==> config.mk <==
export PLATFORM = sky130hd
export DESIGN_NAME = vram_rect_writer
export DESIGN_NICKNAME = d
export VERILOG_FILES = /design/src/rtl/vram_pkg.sv /design/src/rtl/vram_rect_addr_gen.sv /design/src/rtl/vram_rect_writer.sv
export SDC_FILE = /design/constraint.sdc
export NUM_CORES = 1
export LEC_CHECK = 0
export BUFFER_PORTS_ARGS = -buffer_cell sky130_fd_sc_hd__clkbuf_2
export CORE_MARGIN = 8
export CORE_UTILIZATION = 56
export CTS_CLUSTER_DIAMETER = 100
export DETAILED_ROUTE_END_ITERATION = 10
export HOLD_SLACK_MARGIN = 0.08
export PLACE_DENSITY = 0.78
export SLEW_MARGIN = 20
export SYNTH_ARGS = -nofsm -noshare
export SYNTH_HDL_FRONTEND = slang
export SYNTH_SLANG_ARGS = --single-unit
==> constraint.sdc <==
create_clock -name i_clk -period 3.9 [get_ports i_clk]
set_clock_uncertainty 0.15 [all_clocks]
set_input_delay 0.39 -clock i_clk [delete_from_list [all_inputs] [get_ports i_clk]]
set_output_delay 0.39 -clock i_clk [all_outputs]
set_load 0.1 [all_outputs]
==> src/rtl/vram_pkg.sv <==
// vram_pkg: screen geometry, VRAM widths, writer FSM encoding and rectangle helpers
package vram_pkg;
    localparam int SCREEN_WIDTH  = 640;
    localparam int SCREEN_HEIGHT = 360;
    localparam int VRAM_A_WIDTH  = 18;
    localparam int VRAM_D_WIDTH  = 6;

    typedef enum logic [1:0] {ST_IDLE, ST_CLEAR, ST_STREAM, ST_FIN} state_t;

    typedef struct packed {
        logic [9:0] x0;
        logic [8:0] y0;
        logic [9:0] w;
        logic [8:0] h;
    } rect_t;

    function automatic logic geom_ok(input rect_t g);
        return (g.w != '0) && (g.h != '0) &&
               ({1'b0, g.x0} + {1'b0, g.w} <= 11'(SCREEN_WIDTH)) &&
               ({1'b0, g.y0} + {1'b0, g.h} <= 10'(SCREEN_HEIGHT));
    endfunction

    // y0*640 + x0 as two shifted copies of y0 (512 + 128) plus x0
    function automatic logic [VRAM_A_WIDTH-1:0] row_base(input rect_t g);
        return {g.y0, 9'd0} + {2'd0, g.y0, 7'd0} + {8'd0, g.x0};
    endfunction
endpackage

==> src/rtl/vram_rect_addr_gen.sv <==
// vram_rect_addr_gen: row-major rectangle walker (col/row counters, stride add, last flag)
module vram_rect_addr_gen
    import vram_pkg::*;
(
    input  logic                    i_clk,
    input  logic                    i_rst,
    input  logic                    i_load,
    input  rect_t                   i_geom,
    input  logic                    i_rewind,
    input  logic                    i_step,
    output logic [VRAM_A_WIDTH-1:0] o_addr,
    output logic                    o_last
);
    rect_t                   r_geom;
    logic [VRAM_A_WIDTH-1:0] r_base;
    logic [9:0]              r_col;
    logic [8:0]              r_row;
    logic                    w_eol;

    assign w_eol  = r_col == r_geom.w - 10'd1;
    assign o_last = w_eol && (r_row == r_geom.h - 9'd1);
    assign o_addr = r_base + {8'd0, r_col};

    // load/rewind restart at the top-left corner; each step advances one pixel, wrapping rows by the screen stride
    always_ff @(posedge i_clk) begin
        if (i_rst) begin
            r_geom <= '0;
            r_base <= '0;
            r_col  <= '0;
            r_row  <= '0;
        end else if (i_load) begin
            r_geom <= i_geom;
            r_base <= row_base(i_geom);
            r_col  <= '0;
            r_row  <= '0;
        end else if (i_rewind) begin
            r_base <= row_base(r_geom);
            r_col  <= '0;
            r_row  <= '0;
        end else if (i_step) begin
            r_col  <= w_eol ? '0 : r_col + 10'd1;
            r_row  <= w_eol ? r_row + 9'd1 : r_row;
            r_base <= w_eol ? r_base + VRAM_A_WIDTH'(SCREEN_WIDTH) : r_base;
        end
    end
endmodule

==> src/rtl/vram_rect_writer.sv <==
// vram_rect_writer: streams palette indices row-major into a VRAM rectangle; VRAM_WR_CLEAR_EN adds a pre-fill pass
module vram_rect_writer
    import vram_pkg::*;
(
    input  logic                    i_clk,
    input  logic                    i_rst,
    input  logic                    i_start,
    input  logic [9:0]              i_x0,
    input  logic [8:0]              i_y0,
    input  logic [9:0]              i_w,
    input  logic [8:0]              i_h,
`ifdef VRAM_WR_CLEAR_EN
    input  logic                    i_clr_en,
    input  logic [VRAM_D_WIDTH-1:0] i_clr_val,
`endif
    input  logic                    i_valid,
    input  logic [VRAM_D_WIDTH-1:0] i_data,
    input  logic                    i_last,
    output logic                    o_ready,
    output logic [VRAM_A_WIDTH-1:0] o_addr,
    output logic                    o_write,
    output logic [VRAM_D_WIDTH-1:0] o_data,
    output logic                    o_busy,
    output logic                    o_done,
    output logic                    o_err
);
    state_t                  r_state, w_next;
    rect_t                   w_geom;
    logic                    w_ok, w_start, w_load, w_xfer, w_clr_wr, w_clr_go;
    logic                    w_rewind, w_step, w_last;
    logic [VRAM_A_WIDTH-1:0] w_addr, r_addr;
    logic [VRAM_D_WIDTH-1:0] w_clr_val, r_data;
    logic                    r_write, r_rej, r_err;

    assign w_geom   = {i_x0, i_y0, i_w, i_h};
    assign w_ok     = geom_ok(w_geom);
    assign w_start  = (r_state == ST_IDLE) & i_start;
    assign w_load   = w_start & w_ok;
    assign w_xfer   = i_valid & o_ready;
    assign w_clr_wr = r_state == ST_CLEAR;

`ifdef VRAM_WR_CLEAR_EN
    logic [VRAM_D_WIDTH-1:0] r_clr_val;
    assign w_clr_go  = i_clr_en;
    assign w_clr_val = r_clr_val;
    // clear value is captured with the job so the pre-fill is stable for the whole pass
    always_ff @(posedge i_clk) begin
        if (i_rst) r_clr_val <= '0;
        else if (w_load) r_clr_val <= i_clr_val;
    end
`else
    assign w_clr_go  = 1'b0;
    assign w_clr_val = '0;
`endif

    vram_rect_addr_gen u_addr_gen (
        .i_clk   (i_clk),
        .i_rst   (i_rst),
        .i_load  (w_load),
        .i_geom  (w_geom),
        .i_rewind(w_rewind),
        .i_step  (w_step),
        .o_addr  (w_addr),
        .o_last  (w_last)
    );

    // next state and walker control; the clear pass rewinds the walker so streaming restarts at the corner
    always_comb begin
        w_next   = r_state;
        w_rewind = 1'b0;
        w_step   = 1'b0;
        case (r_state)
            ST_IDLE:   w_next = w_load ? (w_clr_go ? ST_CLEAR : ST_STREAM) : ST_IDLE;
            ST_CLEAR: begin
                w_step   = 1'b1;
                w_rewind = w_last;
                w_next   = w_last ? ST_STREAM : ST_CLEAR;
            end
            ST_STREAM: begin
                w_step = w_xfer;
                w_next = (w_xfer & (w_last | i_last)) ? ST_FIN : ST_STREAM;
            end
            default:   w_next = ST_IDLE;
        endcase
    end

    // state register, registered VRAM port, reject pulse and i_last/geometry mismatch flag of the final pixel
    always_ff @(posedge i_clk) begin
        if (i_rst) begin
            r_state <= ST_IDLE;
            r_write <= 1'b0;
            r_addr  <= '0;
            r_data  <= '0;
            r_rej   <= 1'b0;
            r_err   <= 1'b0;
        end else begin
            r_state <= w_next;
            r_write <= w_clr_wr | w_xfer;
            r_addr  <= (w_clr_wr | w_xfer) ? w_addr : r_addr;
            r_data  <= w_clr_wr ? w_clr_val : w_xfer ? i_data : r_data;
            r_rej   <= w_start & ~w_ok;
            r_err   <= w_xfer ? (w_last ^ i_last) : r_err;
        end
    end

    assign o_ready = r_state == ST_STREAM;
    assign o_busy  = r_state != ST_IDLE;
    assign o_write = r_write;
    assign o_addr  = r_addr;
    assign o_data  = r_data;
    assign o_done  = (r_state == ST_FIN) | r_rej;
    assign o_err   = ((r_state == ST_FIN) & r_err) | r_rej;
endmodule

# Word level (Yosys, flattened, before mapping)
# Cells that the tools add are included.
[classes]
bitwise = 12
reduce_logical = 14
order_cmp = 2
n_addsub = 12
mux = 11
eq_ne = 5
[ops]
columns = ["op", "n"]
rows = [
  ["18-bit 2-to-1 mux", 4],
  ["18-bit by 10-bit adder with 18-bit output", 3],
  ["18-bit by 16-bit adder with 18-bit output", 2],
  ["18-bit by 10-bit adder with 18-bit output (second input constant)", 1],
  ["10-bit by 10-bit adder with 11-bit output", 1],
  ["11-bit by 10-bit <= comparator with 1-bit output (second input constant)", 1],
  ["10-bit by 1-bit adder with 10-bit output (second input constant)", 1],
  ["9-bit by 9-bit adder with 10-bit output", 1],
  ["10-bit == test", 1],
  ["10-bit by 9-bit <= comparator with 1-bit output (second input constant)", 1],
  ["10-bit 2-to-1 mux", 1],
  ["10-bit nonzero test", 1],
  ["10-bit by 1-bit subtractor with 10-bit output (second input constant)", 1],
  ["9-bit by 1-bit adder with 9-bit output (second input constant)", 1],
  ["9-bit == test", 1],
  ["9-bit nonzero test", 1],
  ["9-bit by 1-bit subtractor with 9-bit output (second input constant)", 1],
  ["1-bit AND", 6],
  ["2-bit case mux with 3 select lines", 1],
  ["3-bit nonzero test", 2],
  ["2-bit == test (second input constant)", 2],
  ["1-bit logical AND", 4],
  ["2-bit 2-to-1 mux", 2],
  ["1-bit OR", 4],
  ["other kinds (10)", 12],
]
[totals]
output_inout_bits = 29
regBits = 104
in_bits = 49
wordCells = 69

# Longest topological paths before layout
[depth]
word_depth = 7
ltp_mapped = 14
depth_no_buf = 12

# By module
# Synthesis repeated with hierarchy kept, for this count alone.
[unflattened]
hier_cells = 913
hier_area_um2 = 7693.6
[modules_own_cells]
columns = ["mod", "area_per_inst_um2", "seq_area_each_um2", "n_inst", "cells_per_inst"]
rows = [
  ["vram_rect_addr_gen", 5505.3, 1501.4, 1, 641],
  ["vram_rect_writer", 2188.3, 580.6, 1, 272],
]

# Worst setup path before layout
# No wires, ideal clock.
[synth_path]
kind = "flip-flop to flip-flop"
from = "register r_state[0]"
to = "register u_addr_gen.r_base[8]"
setup_time_ns = 0.128
stages_incl_launch_ff = 12
period_less_slack_ns = 3.319
n_path_buf = 1
path_slack_ns = 0.581
t_required_ns = 3.622
t_arrival_ns = 3.041
cell_sequence = "dfxtp_1 -> inv_1 -> ha_1 -> clkbuf_1 -> nand2_1 -> nand2_1 -> nand2_1 -> nor3_4 -> mux2_1 -> mux2_1 -> mux2i_1 -> nor2_1"
[synth_via]
elab_chain_cells = 5
word_cells_on_any_way = 13
classes_between = "eq/ne (2); mux (4); bitwise (3); reduce/logical (4)"
[synth_lines]
columns = ["element", "line_no", "source"]
rows = [
  ["start: declaration", "vram_rect_writer.sv:27", "state_t r_state, w_next;"],
  ["start signal: assignment", "vram_rect_writer.sv:97", "r_state <= w_next;"],
  ["2-bit == test *", "vram_rect_writer.sv:106", "assign o_ready = r_state == ST_STREAM;"],
  ["via o_ready", "vram_rect_writer.sv:19", "output logic o_ready,"],
  ["1-bit AND", "vram_rect_writer.sv:39", "assign w_xfer = i_valid & o_ready;"],
  ["1-bit case mux with 2 select lines *", "vram_rect_writer.sv:72", "case (r_state)"],
  ["3-bit nonzero test (no line) *", "-", ""],
  ["2-bit AND reduction (no line) *", "-", ""],
  ["end signal: assignment", "vram_rect_addr_gen.sv:33", "r_base <= row_base(i_geom);"],
  ["end signal: assignment", "vram_rect_addr_gen.sv:37", "r_base <= row_base(r_geom);"],
  ["end signal: assignment", "vram_rect_addr_gen.sv:43", "r_base <= w_eol ? r_base + VRAM_A_WIDTH'(SCREEN_WIDTH) : r_base;"],
  ["end: declaration", "vram_rect_addr_gen.sv:15", "logic [VRAM_A_WIDTH-1:0] r_base;"],
]
# Mark *: on every way through the listed nets, which the timed path passes. The rest lies on a longest branch.
# A chain may end at the register's enable or synchronous reset.

# Worst setup path after layout
[layout_path]
from = "register u_addr_gen.r_geom[9] (netlist name)"
to = "register u_addr_gen.r_base[16]"
[layout_via]
elab_chain_cells = 6
word_cells_on_any_way = 9
classes_between = "add/sub (1); eq/ne (1); mux (3); reduce/logical (4)"
[layout_lines]
columns = ["element", "line_no", "source"]
rows = [
  ["start: declaration", "vram_rect_addr_gen.sv:14", "rect_t r_geom;"],
  ["start signal: assignment", "vram_rect_addr_gen.sv:32", "r_geom <= i_geom;"],
  ["10-bit by 1-bit subtractor with 10-bit output *", "vram_rect_addr_gen.sv:20", "assign w_eol = r_col == r_geom.w - 10'd1;"],
  ["10-bit == test *", "vram_rect_addr_gen.sv:20", ""],
  ["1-bit logical AND", "vram_rect_addr_gen.sv:21", "assign o_last = w_eol && (r_row == r_geom.h - 9'd1);"],
  ["1-bit 2-to-1 mux", "vram_rect_writer.sv:72", ""],
  ["3-bit nonzero test (no line) / 18-bit 2-to-1 mux (equally long branches)", "-", ""],
  ["2-bit AND reduction (no line) / 18-bit 2-to-1 mux (equally long branches)", "-", ""],
]
# Mark *: on every way between the ends. The rest lies on a longest branch, timed or not.

==> impl_metrics.ini <==
[timing]
rsz0062_at_grt = false
max_slew.worst_pin.slew_ns = 0.690
hold_viol_final = 0
postLayoutSetupSlackWorst_ns = 0.433
setup_viol = 0
period_needed_ns = 3.47
maxSlewViolCount = 0
finalSetupTns_ns = 0
period_share_pct = 88.9
slew_headroom_pct = 53.5
fmax_ghz = 0.288

[critical_path]
crit_arrival_ns = 3.54
r2r-start = u_addr_gen.r_geom[9]$_SDFFE_PP0N_
reg2reg_to = u_addr_gen.r_base[16]$_SDFFE_PP0P_
rrSetupSlack_ns = 0.43
cp_cell_sequence = inv_1 > ha_1 > or3b_2 > xnor2_1 > a22oi_1 > a22oi_1 > nand4_4 > nor2_4 > inv_1 > nand3_1 > buf_12 > o22ai_1
cp.buffers_inverters = 3
startpoint = u_addr_gen.r_geom[9]$_SDFFE_PP0N_
cp_data_required_time_ns = 3.97
cp_slowest_stage_delay_ns = 0.50
path_delay_family = simple AND/OR/NAND/NOR gates
critPathKind = reg2reg
cp_slowest_cell = or3b_2
startpoint_type = flop
cp-end-kind = flop
reg2reg_depth = 12
cp_max_fo = 23

[logic_synthesis]
yosys_warnings = 0
synth_ff_type = dfxtp_1
netlist_area_sq_um = 7320
synth_edf_count = 0
synth.distinct_cells = 68
async_flop_share_pct = 0
seq_area_frac_synth_pct = 28.4
synthCells = 852
syn-num-nets = 981
syn_area_per_cell_sq_um = 8.59
ys_seq_elements = 104

[finish]
final_nets = 1043
postLayoutCoreUtil_pct = 64.5
antennaDiodeCount = 0
stdcell_area_sq_um = 8170
area_growth_pct = 11.5
drive_above_1_share_pct = 14.3

[power]
leakagePower_nw = 3.80
intPower_mw = 1.92
ir_worst_vdd_v = 0.000346
p_sw_share_pct = 33.2
power_density_nw_per_um2 = 351
power_frac_comb_pct = 27.1
p_seq_share_pct = 40.6
clock_power_share_pct = 32.2
total_power_mw = 2.87
power_switching_mw = 0.951

[place]
place_congestion = 0.929
dpl.hpwl_um = 13400
post-place-ws_ns = 0.0866
io_buffers = 77
placed_area_sq_um = 7860

[global_route]
antenna_found_initial = 0
grt_usage_pct = 20.2
grt_pass1_wl_um = 27600
grt_max_degree = 49
overflow = 0
grt_pass1_vias = 5759

[floorplanning]
top_level_ports = 78
initial_utilization_pct = 57.8
die-height_um = 130
rows = 41
die_w_um = 130
core_sq_um = 12700
dieArea_sq_um = 17000

[cts]
cts_hold_buf = 0
post_cts_buffers = 0
cts_tree = yes
clk_pin_slew_ns = 0.07
insertion_delay_ns = 0.35
clk_path_buf_depth = 2
cts_sinks = 104
cts_root_buffer = clkbuf_16
cts_resized = 0
numCtsBuffers = 9
cts-htree-levels = 3

[min_path]
hold_path.class = in2reg
hold_start = i_data[4]
min_delay_path_depth = 3
hold_end = o_data[4]$_SDFFE_PP0P_

[detailed_routing]
drc = 0
drt-initial-drc-count = 348
vias = 6272
detailedRoute.firstPassIterationCount = 5
ant_nets = 0
routedWlPerCell_um = 15.6
avgViaCountPerCell = 5.75
finalWirelength_um = 17000

[job]
max_cap_viol_count = 0

[outcome]
status = finished, final reports clean
-- cells in the final DEF, fill, tap and decap left out, types with 3 or more instances in the layout --
cell type / count
fa_1: 7
nor3_1: 30
a311oi_1: 3
xnor2_1: 47
o211ai_1: 3
and4_1: 4
a21oi_1: 50
inv_1: 30
nor4b_1: 4
o22ai_1: 3
o21bai_1: 3
a31oi_1: 8
or2_2: 8
clkbuf_2: 77
ha_1: 73
mux2_2: 3
nor2b_1: 7
nand3_1: 28
nand2_1: 63
o21a_1: 4
a21o_1: 11
nor4_1: 11
nor2_1: 97
nand4_1: 7
and3_1: 8
buf_4: 9
a211oi_1: 24
o21ai_0: 24
dfxtp_1: 104
xor2_1: 40
mux2i_1: 54
nor3b_1: 3
clkbuf_16: 9
o31ai_1: 3
-- cell usage after synthesis (26+ instances only) --
library cell	instances	area (sq um)
inv_1	30	113
nor3_1	30	150
dfxtp_1	104	2080
xnor2_1	47	412
a21oi_1	50	250
xor2_1	40	350
mux2i_1	54	541
clkbuf_1	26	97.6
ha_1	73	913
nand3_1	29	145
nor2_1	97	364
nand2_1	63	236
-- state kept, by name (all words and copies together), names as in the netlist --
register and cells:
r_rej 1, o_data 6, u_addr_gen.r_col 10, r_err 1, u_addr_gen.r_geom 38, r_state 2, u_addr_gen.r_row 9, o_addr 18
o_write 1, u_addr_gen.r_base 18
-- cell families (layout without fill, tap and decap cells) --
family / after synthesis / in the layout / share of synthesized area [%]
AND/OR/NAND/NOR: 288 / 288 / 19.2
AO/OA/AOI/OAI: 167 / 167 / 15.4
flip-flops: 104 / 104 / 28.4
XOR/XNOR: 87 / 87 / 10.4
adder cells (fa/ha/maj): 80 / 80 / 14.4
buffers and inverters: 67 / 134 / 4.00
multiplexers: 59 / 59 / 8.15
-- power groups by stage --
stage / registers [mW] / logic [mW] / clock network, mW
after detailed placement: 1.19 / 0.770 / 0
final: 1.17 / 0.778 / 0.925
after global placement: 1.19 / 0.760 / 0
after global routing: 1.17 / 0.849 / 0.989
after CTS: 1.17 / 0.777 / 0.943
after floorplan: 1.25 / 0.533 / 0
-- worst max path at each step --
stage	endpoint	slack, ns	cells after the start
after floorplan	u_addr_gen.r_base[8]$_SDFFE_PP0P_	0.58	11
after global placement	u_addr_gen.r_geom[29]$_SDFFE_PP0N_	0.20	12
after detailed placement	u_addr_gen.r_geom[30]$_SDFFE_PP0N_	0.09	12
after CTS	u_addr_gen.r_base[16]$_SDFFE_PP0P_	0.44	12
after global routing	u_addr_gen.r_geom[30]$_SDFFE_PP0N_	0.22	12
final	u_addr_gen.r_base[16]$_SDFFE_PP0P_	0.43	12
-- metrics by stage --
| step | cells | hold slack (ns) |
|---|---|---|
| after floorplan | 852 | 0.287 |
| after global placement | 1075 | 0.289 |
| after detailed placement | 1075 | 0.298 |
| after CTS | 1091 | 0.110 |
| after global routing | 1091 | 0.116 |
| final | 1091 | 0.121 |
-- tightest hold or removal path, stage by stage --
cell      delay, ns
clkbuf_2       0.08
nand3_1        0.05
a21oi_1        0.05
-- per-layer routing --
metal / vias to the layer above / GRT usage (%) / routed length [um]
met5: - / 0 / 0
met2: 153 / 32.9 / 7710
li1: 3200 / - / -
met3: 26 / 3.47 / 1000
met4: 0 / 6.89 / 333
met1: 2893 / 26.3 / 7940
-- layout make-up --
class / instances / area [sq um]
timing repair buffer: 88 / 493
tap: 172 / 215
inverter: 30 / 113
clock buffer: 9 / 225
clock inverter: 7 / 78.8
sequential: 104 / 2080
multi-input combinational: 681 / 4960
fill: 1125 / 4500
(Power assumes the default switching activity.)
